`src/rtl/pe_mac_tree_if.sv`:
```
// Beat/result bundle between the ifm/weight feeders, the MAC processing element
// and the output-feature-map buffer.
interface pe_mac_tree_if #(
  parameter int LANES = 4,
  parameter int DW    = 8,
  parameter int ACC_W = 32,
  parameter int CNT_W = 16
);
  logic                    in_valid;
  logic                    in_last;
  logic                    acc_clr;
  logic [LANES*DW-1:0]     ifm_data;
  logic [LANES*DW-1:0]     wgt_data;
  logic                    out_valid;
  logic signed [ACC_W-1:0] out_sum;
  logic                    out_sat;
  logic [CNT_W-1:0]        out_cnt;
  logic                    busy;

  modport master (
    output in_valid, in_last, acc_clr, ifm_data, wgt_data,
    input  out_valid, out_sum, out_sat, out_cnt, busy
  );

  modport slave (
    input  in_valid, in_last, acc_clr, ifm_data, wgt_data,
    output out_valid, out_sum, out_sat, out_cnt, busy
  );
endinterface

```
`src/rtl/pe_mac_tree.sv`:
```
// Multiply-accumulate PE: LANES signed products, pipelined adder tree, and a
// saturating group accumulator that emits one partial sum per in_last group.
module pe_mac_tree #(
  parameter int LANES = 4,
  parameter int DW    = 8,
  parameter int ACC_W = 32,
  parameter int CNT_W = 16
) (
  input  logic          clk,
  input  logic          rst_n,
  pe_mac_tree_if.slave  bus
);
  localparam int K  = $clog2(LANES);
  localparam int TW = 2*DW + K;
  localparam logic signed [ACC_W-1:0] SAT_MAX = {1'b0, {(ACC_W-1){1'b1}}};
  localparam logic signed [ACC_W-1:0] SAT_MIN = {1'b1, {(ACC_W-1){1'b0}}};
  localparam logic [CNT_W-1:0]        CNT_ONE = CNT_W'(1);

  logic signed [2*DW-1:0] prod_c [LANES];
  // Heap layout: leaves LANES..2*LANES-1 hold products, node 1 is the root.
  logic signed [TW-1:0]   tree_q [1:2*LANES-1];
  logic [K:0]             vld_q;
  logic [K:0]             lst_q;

  logic signed [ACC_W-1:0] acc_q;
  logic [CNT_W-1:0]        cnt_q;
  logic                    sticky_q;
  logic                    out_valid_q;
  logic signed [ACC_W-1:0] out_sum_q;
  logic                    out_sat_q;
  logic [CNT_W-1:0]        out_cnt_q;

  logic [ACC_W:0]          sum_full;
  logic                    ovf;
  logic signed [ACC_W-1:0] acc_next;
  logic [CNT_W-1:0]        cnt_next;

  always_comb begin
    for (int i = 0; i < LANES; i++) begin
      prod_c[i] = $signed({{DW{bus.ifm_data[i*DW+DW-1]}}, bus.ifm_data[i*DW +: DW]})
                * $signed({{DW{bus.wgt_data[i*DW+DW-1]}}, bus.wgt_data[i*DW +: DW]});
    end
  end

  always_ff @(posedge clk or negedge rst_n) begin
    if (!rst_n) begin
      for (int n = 1; n < 2*LANES; n++) tree_q[n] <= '0;
    end else begin
      for (int i = 0; i < LANES; i++) tree_q[LANES+i] <= TW'(prod_c[i]);
      for (int n = 1; n < LANES; n++) tree_q[n] <= tree_q[2*n] + tree_q[2*n+1];
    end
  end

  always_ff @(posedge clk or negedge rst_n) begin
    if (!rst_n) begin
      vld_q <= '0;
      lst_q <= '0;
    end else if (bus.acc_clr) begin
      vld_q <= '0;
      lst_q <= '0;
    end else begin
      vld_q <= {vld_q[K-1:0], bus.in_valid};
      lst_q <= {lst_q[K-1:0], bus.in_valid & bus.in_last};
    end
  end

  // One guard bit is enough: both addends fit in ACC_W, so the top two bits
  // of the sum disagree exactly when the result leaves the ACC_W range.
  always_comb begin
    sum_full = {acc_q[ACC_W-1], acc_q}
             + {{(ACC_W+1-TW){tree_q[1][TW-1]}}, tree_q[1]};
    ovf      = sum_full[ACC_W] ^ sum_full[ACC_W-1];
    acc_next = sum_full[ACC_W-1:0];
    if (ovf) acc_next = sum_full[ACC_W] ? SAT_MIN : SAT_MAX;
    cnt_next = (&cnt_q) ? cnt_q : cnt_q + CNT_ONE;
  end

  always_ff @(posedge clk or negedge rst_n) begin
    if (!rst_n) begin
      acc_q       <= '0;
      cnt_q       <= '0;
      sticky_q    <= 1'b0;
      out_valid_q <= 1'b0;
      out_sum_q   <= '0;
      out_sat_q   <= 1'b0;
      out_cnt_q   <= '0;
    end else if (bus.acc_clr) begin
      acc_q       <= '0;
      cnt_q       <= '0;
      sticky_q    <= 1'b0;
      out_valid_q <= 1'b0;
    end else begin
      out_valid_q <= 1'b0;
      if (vld_q[K]) begin
        if (lst_q[K]) begin
          out_sum_q   <= acc_next;
          out_sat_q   <= sticky_q | ovf;
          out_cnt_q   <= cnt_next;
          out_valid_q <= 1'b1;
          acc_q       <= '0;
          cnt_q       <= '0;
          sticky_q    <= 1'b0;
        end else begin
          acc_q    <= acc_next;
          cnt_q    <= cnt_next;
          sticky_q <= sticky_q | ovf;
        end
      end
    end
  end

  assign bus.out_valid = out_valid_q;
  assign bus.out_sum   = out_sum_q;
  assign bus.out_sat   = out_sat_q;
  assign bus.out_cnt   = out_cnt_q;
  assign bus.busy      = (|vld_q) | (cnt_q != '0);
endmodule

```
`src/flat_wrapper.sv`:
```
// flat-port wrapper written by rule: the top's interface ports become plain ports
module pe_mac_tree_flat 
#(
  parameter int LANES = 4,
  parameter int DW    = 8,
  parameter int ACC_W = 32,
  parameter int CNT_W = 16
)
  (clk, rst_n, bus_in_valid, bus_in_last, bus_acc_clr, bus_ifm_data, bus_wgt_data, bus_out_valid, bus_out_sum, bus_out_sat, bus_out_cnt, bus_busy);
  pe_mac_tree_if #(.LANES(LANES), .DW(DW), .ACC_W(ACC_W), .CNT_W(CNT_W)) bus_i ();
  input  logic clk;
  input  logic rst_n;
  input wire logic [$bits(bus_i.in_valid)-1:0] bus_in_valid;
  input wire logic [$bits(bus_i.in_last)-1:0] bus_in_last;
  input wire logic [$bits(bus_i.acc_clr)-1:0] bus_acc_clr;
  input wire logic [$bits(bus_i.ifm_data)-1:0] bus_ifm_data;
  input wire logic [$bits(bus_i.wgt_data)-1:0] bus_wgt_data;
  output wire logic [$bits(bus_i.out_valid)-1:0] bus_out_valid;
  output wire logic [$bits(bus_i.out_sum)-1:0] bus_out_sum;
  output wire logic [$bits(bus_i.out_sat)-1:0] bus_out_sat;
  output wire logic [$bits(bus_i.out_cnt)-1:0] bus_out_cnt;
  output wire logic [$bits(bus_i.busy)-1:0] bus_busy;
  assign bus_i.in_valid = bus_in_valid;
  assign bus_i.in_last = bus_in_last;
  assign bus_i.acc_clr = bus_acc_clr;
  assign bus_i.ifm_data = bus_ifm_data;
  assign bus_i.wgt_data = bus_wgt_data;
  assign bus_out_valid = bus_i.out_valid;
  assign bus_out_sum = bus_i.out_sum;
  assign bus_out_sat = bus_i.out_sat;
  assign bus_out_cnt = bus_i.out_cnt;
  assign bus_busy = bus_i.busy;
  pe_mac_tree #(.LANES(LANES), .DW(DW), .ACC_W(ACC_W), .CNT_W(CNT_W)) u_core (.clk(clk), .rst_n(rst_n), .bus(bus_i));
endmodule
```
`config.mk`:
```
export PLATFORM = sky130hd
export DESIGN_NAME = pe_mac_tree_flat
export DESIGN_NICKNAME = d
export VERILOG_FILES = /design/src/rtl/pe_mac_tree_if.sv /design/src/rtl/pe_mac_tree.sv /design/src/flat_wrapper.sv
export SDC_FILE = /design/constraint.sdc
export NUM_CORES = 1
export LEC_CHECK = 0
export ABC_AREA = 1
export CAP_MARGIN = 5
export CORE_MARGIN = 4
export CORE_UTILIZATION = 25
export DETAILED_ROUTE_END_ITERATION = 8
export GPL_ROUTABILITY_DRIVEN = 0
export PLACE_DENSITY = 0.46
export SKIP_CTS_REPAIR_TIMING = 1
export SLEW_MARGIN = 20
export SYNTH_ARGS = -nofsm -noshare
export SYNTH_HDL_FRONTEND = slang
export SYNTH_SLANG_ARGS = --single-unit
export TNS_END_PERCENT = 50
```
`constraint.sdc`:
```
create_clock -name clk -period 2.15 [get_ports clk]
set_input_delay 0.215 -clock clk [delete_from_list [all_inputs] [get_ports clk]]
set_output_delay 0.215 -clock clk [all_outputs]
set_load 0.005 [all_outputs]
```
== After elaboration in Yosys (flattened, before gate mapping) ==
Index checks and enable logic that the tools add are counted.

* Register bits: 223
* Bits in latches: 0
* Memory bits (writable): 0
* ROM bits: 0
* Output and inout bits: 51
* Word-level logic and storage cells: 52
* Memories: 0

* Add/sub/neg operators: 5
* $mul: 4
* Div/mod/pow operators: 0
* $lt $le $gt $ge: 0
* Equal/unequal tests: 0
* Shift operators: 0
* Muxes and demuxes: 17
* Bitwise operators: 5
* Reduce and logical (&&, ||, !) cells: 5

{| class="wikitable"
|+ Operator list
! kind !! count
|-
| 32-bit 2-to-1 mux || 5
|-
| 8-bit by 8-bit multiplier with 16-bit output || 4
|-
| 16-bit 2-to-1 mux || 4
|-
| 16-bit by 16-bit adder with 17-bit output || 2
|-
| 32-bit by 18-bit adder with 33-bit output || 1
|-
| 18-bit adder || 1
|-
| 16-bit by 1-bit adder with 16-bit output, second input constant || 1
|-
| 16-bit AND reduction || 1
|-
| 16-bit nonzero test || 1
|-
| 1-bit 2-to-1 mux || 6
|-
| 3-bit 2-to-1 mux || 2
|-
| 3-bit AND reduction || 1
|-
| 3-bit OR reduction || 1
|-
| 1-bit OR || 2
|-
| 2-bit nonzero test || 1
|-
| 1-bit AND || 1
|-
| 1-bit inverter || 1
|-
| 1-bit XOR || 1
|}

== Longest topological paths before layout ==
Gate-level depths: netlist of run 1.

* Word-level depth: 6
* Depth in mapped cells: 21

== Least setup slack after synthesis of run 1 ==
Ideal clock, no wire load.

* Path type: input port to flip-flop
* Start: input bus_ifm_data[16]
* End: register u_core.tree_q[32] (netlist name)
* Arrival time: 4192 ps
* Data required time: 2071 ps
* Path slack: -2121 ps
* Stages on the path: 18
* Buffers on the path: 1
* Path through: clkbuf_1 > or2_2 > fa_1 > fa_1 > inv_1 > fa_1 > inv_1 > fa_1 > inv_1 > ha_1 > a21oi_1 > nand2_1 > a21oi_1 > o21ai_0 > a21oi_1 > nor2_1 > nor2_1 > xor2_1

{| class="wikitable"
|+ RTL lines
! element !! line !! text
|-
| start, declared || flat_wrapper.sv:16 || <nowiki>input wire logic [$bits(bus_i.ifm_data)-1:0] bus_ifm_data;</nowiki>
|-
| end, declared || pe_mac_tree.sv:21 || <nowiki>logic signed [TW-1:0] tree_q [1:2*LANES-1];</nowiki>
|}

==> metrics.md, run 1 <==
| Metric | Value |
|---|---|
| Crit path kind | in -> reg |
| Mapped Nets | 3337 |
| Remaining antenna violation count | 0 |
| Ratio of cells with drive above 1 in the final layout | 31.6% |
| Final wirelength | 56800 um |
| Post-route cell area | 31400 um^2 |
| First-pass GRT wire length | 94900 um |
| CTS tree | built |
| RSZ-0062 raised after global routing | true |
| Hold Crit Class | in -> reg |
| Final Hold Fails | 0 |
| Gr usage total | 12.0% |
| Seq cells post-synth | 221 |
| Post-Synthesis Cell Area | 22200 um^2 |
| M1 WL | 26700 um |
| Max Transition Viols Final | 0 |
| NumNets Final | 3828 |
| Clock Path Buffers | 3 |
| Die area | 93600 um^2 |
| Achievable clock frequency | 293 MHz |
| Leading cell type in the layout, fill and taps excluded | nand2_1 |
| Failing checks | negative setup slack |
| Worst endpoint required time | 2.62 ns |
| Final worst setup slack | -1.26 ns |
| Endpoint class of the critical path | flop |
| Yosys warns | 0 |
| Die Ht | 306 um |
| Post-synth top area cell | dfrtp_1 |
| Pleak | 16.8 nW |
| Post-synth EDFFs | 0 |
| Crit-path max FO | 4 |
| Total CTS buffers | 29 |
| Clock period minus worst slack | 3.41 ns |
| Register area share after synthesis | 24.9% |
| IO Port Bufs | 119 |
| Outcome | finished, violations left |
| Post-Syn Area per Cell | 7.80 um^2 |
| Final hold slack | 0.0208 ns |
| Max Cap Viol | 0 |
| DP Area | 28200 um^2 |
| Post-DP HPWL | 46500 um |
| Top cell type's share of synthesized area | 24.9% |
| Highest routed metal layer | met4 |
| IO Count | 120 |
| Most frequent cells in the layout | nand2_1, inv_1, buf_4 |
| Max VDD drop | 0.801 mV |
| Ys async rst share | 100% |
| Htree depth | 1 |
| Power Density | 1270 nW/um^2 |
| Met2 WL | 28000 um |
| Routed vias | 18400 |
| P&R area growth vs syn | 41.6% |
| CTS Root Cell | clkbuf_16 |
| Rel. slew slack | 68.2% |
| Post-synth top flop | dfrtp_1 |
| Clock-pin slew on the worst setup and hold paths | 0.06 ns |
| Drt initial violations | 662 |
| Library cells used by synthesis | 41 |
| Core ar. | 88200 um^2 |
| CP startpoint kind | primary input |
| Gr ovfl total | 0 |
| Largest net degree at the start of global routing | 60 |
| Crit share post-route | 158% |
| Number of global-route vias before repair | 19000 |
| Slew @ Worst Pin | 0.472 ns |
| Top cells by area, synth | dfrtp_1, fa_1, nand2_1 |
| Die width | 306 um |
| Worst skew pair latency | 0.56 ns |
| TritonCTS Sinks | 221 |
| Post-Synthesis Cells | 2845 |
| Antenna violations before repair | 0 |
| WL/cell | 12.5 um |
| Worst Path Arrival | 3.88 ns |
| ANT cells | 0 |
| Met3 wire length | 1310 um |
| Routed vias/inst | 4.06 |
| Initial Util | 25.2% |
| Final core occ | 35.6% |
| Number of remaining DRC errors | 0 |
| DP Worst Slack | -2.33 ns |
| Layout Skew | 0.0182 ns |
| Final number of setup-violating endpoints | 111 |
| Drt first pass iters | 4 |
| Core Rows | 109 |
## state kept, by name (all words and copies together) (netlist names)
signal                flops
u_core.cnt_q             16
u_core.vld_q              3
u_core.bus.out_valid      1
u_core.sticky_q           1
u_core.bus.out_sum       32
u_core.bus.out_cnt       16
u_core.lst_q              3
u_core.acc_q             32
u_core.bus.out_sat        1
u_core.tree_q           116
## final cells by class
cell class | count | area [um^2]
sequential | 221 | 5530
fill | 9222 | 56800
timing repair buffer | 545 | 4850
clock inverter | 16 | 249
inverter | 669 | 2520
multi-input combinational | 1870 | 16000
tap | 1165 | 1460
clock buffer | 38 | 830
## cell usage after synthesis, types with 9 or more instances
| library cell | number |
|---|---|
| nand2_1 | 807 |
| inv_1 | 664 |
| fa_1 | 224 |
| dfrtp_1 | 221 |
| ha_1 | 199 |
| a21oi_1 | 122 |
| nor2_1 | 119 |
| xor2_1 | 81 |
| clkbuf_1 | 73 |
| o21ai_0 | 70 |
| nand3_1 | 57 |
| xnor2_1 | 49 |
| nand2_2 | 27 |
| nor3_1 | 14 |
| nand4_1 | 13 |
| o21bai_1 | 13 |
| o22ai_1 | 10 |
| a21o_1 | 9 |
## where the power goes
group	internal, mW	switching [mW]	total [mW]
sequential	5.56	0.610	6.17
combinational	13.9	14.6	28.5
clock	3.43	1.93	5.36
total	22.9	17.1	40.1
## path summary, 6_finish.rpt
check / startpoint / end / slack (ns) / depth (start not counted)
worst min-delay path: bus_ifm_data[24] / u_core.tree_q[0] / 0.02 / 4
worst max-delay path: bus_wgt_data[18] / u_core.tree_q[32] / -1.26 / 21
min in group asynchronous: rst_n / u_core.bus.out_sum[23] / 0.14 / 2
worst max register to register: u_core.tree_q[125] / u_core.acc_q[7] / -0.35 / 17
worst min register to register: u_core.lst_q[1] / u_core.lst_q[2] / 0.47 / 2
max in group asynchronous: rst_n / u_core.tree_q[13] / 1.32 / 3
## stage by stage
step | cells | setup TNS, ns | power [mW]
after floorplan | 2845 | -52.03 | 22.0
after CTS | 4495 | -87.08 | 36.3
final | 4524 | -58.73 | 40.1
after global placement | 4441 | -115.91 | 30.6
after global routing | 4524 | -70.26 | 44.1
after detailed placement | 4441 | -116.09 | 30.6
## worst max-delay path: stages
cell	delay (ns)
buf_6	0.09
buf_6	0.12
buf_4	0.13
nand2_4	0.06
buf_6	0.10
inv_4	0.03
fa_2	0.57
inv_4	0.04
fa_1	0.49
inv_1	0.05
fa_1	0.49
inv_2	0.04
fa_1	0.51
inv_2	0.05
ha_4	0.25
a21oi_2	0.14
o21ai_2	0.08
a21oi_2	0.11
nor2_1	0.05
nor2_1	0.11
xor2_1	0.16
## kinds of logic after synthesis
group	Yosys count	synth area share, %
AND/OR/NAND/NOR	1060	19.1
AO/OA/AOI/OAI	257	6.47
buffers and inverters	754	13.0
XOR/XNOR	130	5.13
flip-flops	221	24.9
adder cells (fa/ha/maj)	423	31.4
## metal layers
metal | GRT usage, % | vias to the layer above
met1 | 16.2 | 8698
met3 | 1.14 | 55
met5 | 0 | -
li1 | - | 9461
met4 | 1.57 | 0
met2 | 21.4 | 153
Power figures use the tool's default switching activity.
==> run 2: changes to the inputs <==
TNS_END_PERCENT = default   (was 50)
==> run 2 against run 1 <==
  * Global-route usage rose by 0.068 points
  * Clock power fell by 5.4%
  * Worst setup slack got worse by 0.014 ns
  * Utilization increased by 0.36 points
  * Via count about the same
  * The run still ends with negative setup slack left
  * Cell count up 0.20%
  * Sequential power about the same
==> metrics.md, run 2 (synthesis results as in run 1) <==
| Metric | Value |
|---|---|
| Outcome | finished, violations left |
| Failing checks | negative setup slack |
| First-pass GRT wire length | 95400 um (+0.52%) |
| Final number of setup-violating endpoints | 108 (-2.7%) |
| Clock Path Buffers | 3 (unchanged) |
| Gr usage total | 12.1% (+0.068 points) |
| P&R area growth vs syn | 43.1% |
| Post-DP HPWL | 46400 um (about the same) |
| DP Area | 28100 um^2 (-0.45%) |
| Layout Skew | 0.0247 ns (+0.00650 ns) |
| Clock period minus worst slack | 3.42 ns (+0.0139 ns) |
| CTS Root Cell | clkbuf_16 |
| Total CTS buffers | 28 (-3.4%) |
| Rel. slew slack | 66.7% (-1.6 points) |
| Post-route cell area | 31800 um^2 (+1.0%) |
| Achievable clock frequency | 292 MHz (-0.41%) |
| Worst Path Arrival | 3.86 ns (-0.02 ns) |
| IO Port Bufs | 119 (unchanged) |
| Slew @ Worst Pin | 0.499 ns (+0.0271 ns) |
| CP startpoint kind | primary input |
| Ratio of cells with drive above 1 in the final layout | 33.2% (+1.6 points) |
| Max reg flops | 116 (unchanged) |
| Gr ovfl total | 0 (unchanged) |
| Endpoint class of the critical path | flop |
| NumNets Final | 3838 (+0.26%) |
| Max Cap Viol | 0 (unchanged) |
| Leading cell type in the layout, fill and taps excluded | nand2_1 |
| Drt first pass iters | 4 (unchanged) |
| Largest net degree at the start of global routing | 65 (+8.3%) |
| Antenna violations before repair | 0 (unchanged) |
| Power Density | 1270 nW/um^2 (-0.60%) |
| Final wirelength | 57400 um (+1.2%) |
| Max VDD drop | 0.661 mV (-18%) |
| Number of global-route vias before repair | 19100 (+0.75%) |
| DP Worst Slack | -2.29 ns (+0.0357 ns) |
| CTS tree | built |
| WL/cell | 12.7 um (+0.97%) |
| FF-to-FF setup slack | -0.37 ns (-0.02 ns) |
| Core ar. | 88200 um^2 (unchanged) |
| Number of remaining DRC errors | 0 (unchanged) |
| Worst endpoint required time | 2.59 ns (-0.03 ns) |
| Worst skew pair latency | 0.57 ns (about the same) |
| Final Power | 40.2 mW (+0.41%) |
| Max Transition Viols Final | 0 (unchanged) |
| Core Rows | 109 (unchanged) |
| RSZ-0062 raised after global routing | true |
| Pleak | 16.9 nW (+0.76%) |
| Crit-path max FO | 5 (+1) |
| Final Hold Fails | 0 (unchanged) |
| Initial Util | 25.2% (unchanged) |
| Register area | 5530 um^2 (unchanged) |
| Final hold slack | 0.0295 ns (+0.00864 ns) |
| Final core occ | 36.0% (+0.36 points) |
| Area occupied by multi-input gates | 16300 um^2 (+1.9%) |
| ANT cells | 0 (unchanged) |
| Clock-pin slew on the worst setup and hold paths | 0.06 ns (about the same) |
| Hold Crit Class | in -> reg |
| Routed vias | 18400 (+0.093%) |
| Die Ht | 306 um (unchanged) |
| Htree depth | 1 (unchanged) |
| Routed vias/inst | 4.06 (-0.11%) |
| Die width | 306 um (unchanged) |
| Fill count | 9182 (-0.43%) |
| Most frequent cells in the layout | nand2_1, inv_1, buf_4 |
| Drt initial violations | 496 (-25%) |
| Crit share post-route | 159% (+0.65 points) |
| Die area | 93600 um^2 (unchanged) |
| Crit path kind | in -> reg |
| Final worst setup slack | -1.27 ns (-0.0139 ns) |
| IO Count | 120 (unchanged) |
| TritonCTS Sinks | 221 (unchanged) |
| Register name with the most flops | u_core.tree_q |
| Remaining antenna violation count | 0 (unchanged) |
run 2: cell types whose count changed in the layout (fill, tap and decap cells not counted), sizes merged, moves of 2 or more:
cell,change
clkbuf,+4
dlymetal6s2s,+4
bufinv,-2
inv,+2
run 2: final cells by class:
type / count / area share (%)
tap: 1165 / 4.59
timing repair buffer: 555 / 15.5
clock buffer: 36 / 2.53
multi-input combinational: 1871 / 51.4
inverter: 669 / 7.98
clock inverter: 16 / 0.658
sequential: 221 / 17.4
run 2: power by group:
group	switching [mW]	total, mW	internal (mW)
logic	14.9	29.0	14.1
clock network	1.94	5.07	3.13
registers	0.605	6.17	5.56
total	17.4	40.2	22.8
run 2: path summary, 6_finish.rpt:
check / endpoint / start / cells past startpoint
min in group asynchronous: u_core.bus.out_sum[27] / rst_n / 2
worst max-delay path: u_core.tree_q[29] / bus_wgt_data[23] / 19
worst min-delay path: u_core.tree_q[0] / bus_wgt_data[24] / 4
worst max register to register: u_core.acc_q[6] / u_core.tree_q[125] / 16
max in group asynchronous: u_core.bus.out_sum[13] / rst_n / 3
worst min register to register: u_core.lst_q[1] / u_core.lst_q[0] / 2
run 2: critical path, cell delays in order:
cell and delay [ns]:
buf_8 0.08, inv_6 0.03, or2_4 0.24, fa_1 0.47, fa_1 0.50, inv_2 0.04
fa_1 0.54, inv_2 0.04, fa_1 0.54, inv_2 0.05, ha_4 0.24, buf_4 0.13
buf_6 0.11, nand2_1 0.05, nand2_1 0.06, a21oi_2 0.17, o21ai_2 0.09, buf_4 0.13
xor2_1 0.13
run 2: through the flow:
step,TNS (ns),std cells
2_1_floorplan,-52.02,2845
3_3_place_gp,-120.33,4427
3_5_place_dp,-119.02,4427
4_1_cts,-91.92,4479
5_1_grt,-74.00,4533
6_report,-61.14,4533
run 2: metal layers:
metal / routed length [um] / global-route usage (%)
met1: 26600 / 16.1
met2: 28700 / 21.7
met3: 1290 / 1.15
met4: 859 / 1.64
met5: 0 / 0
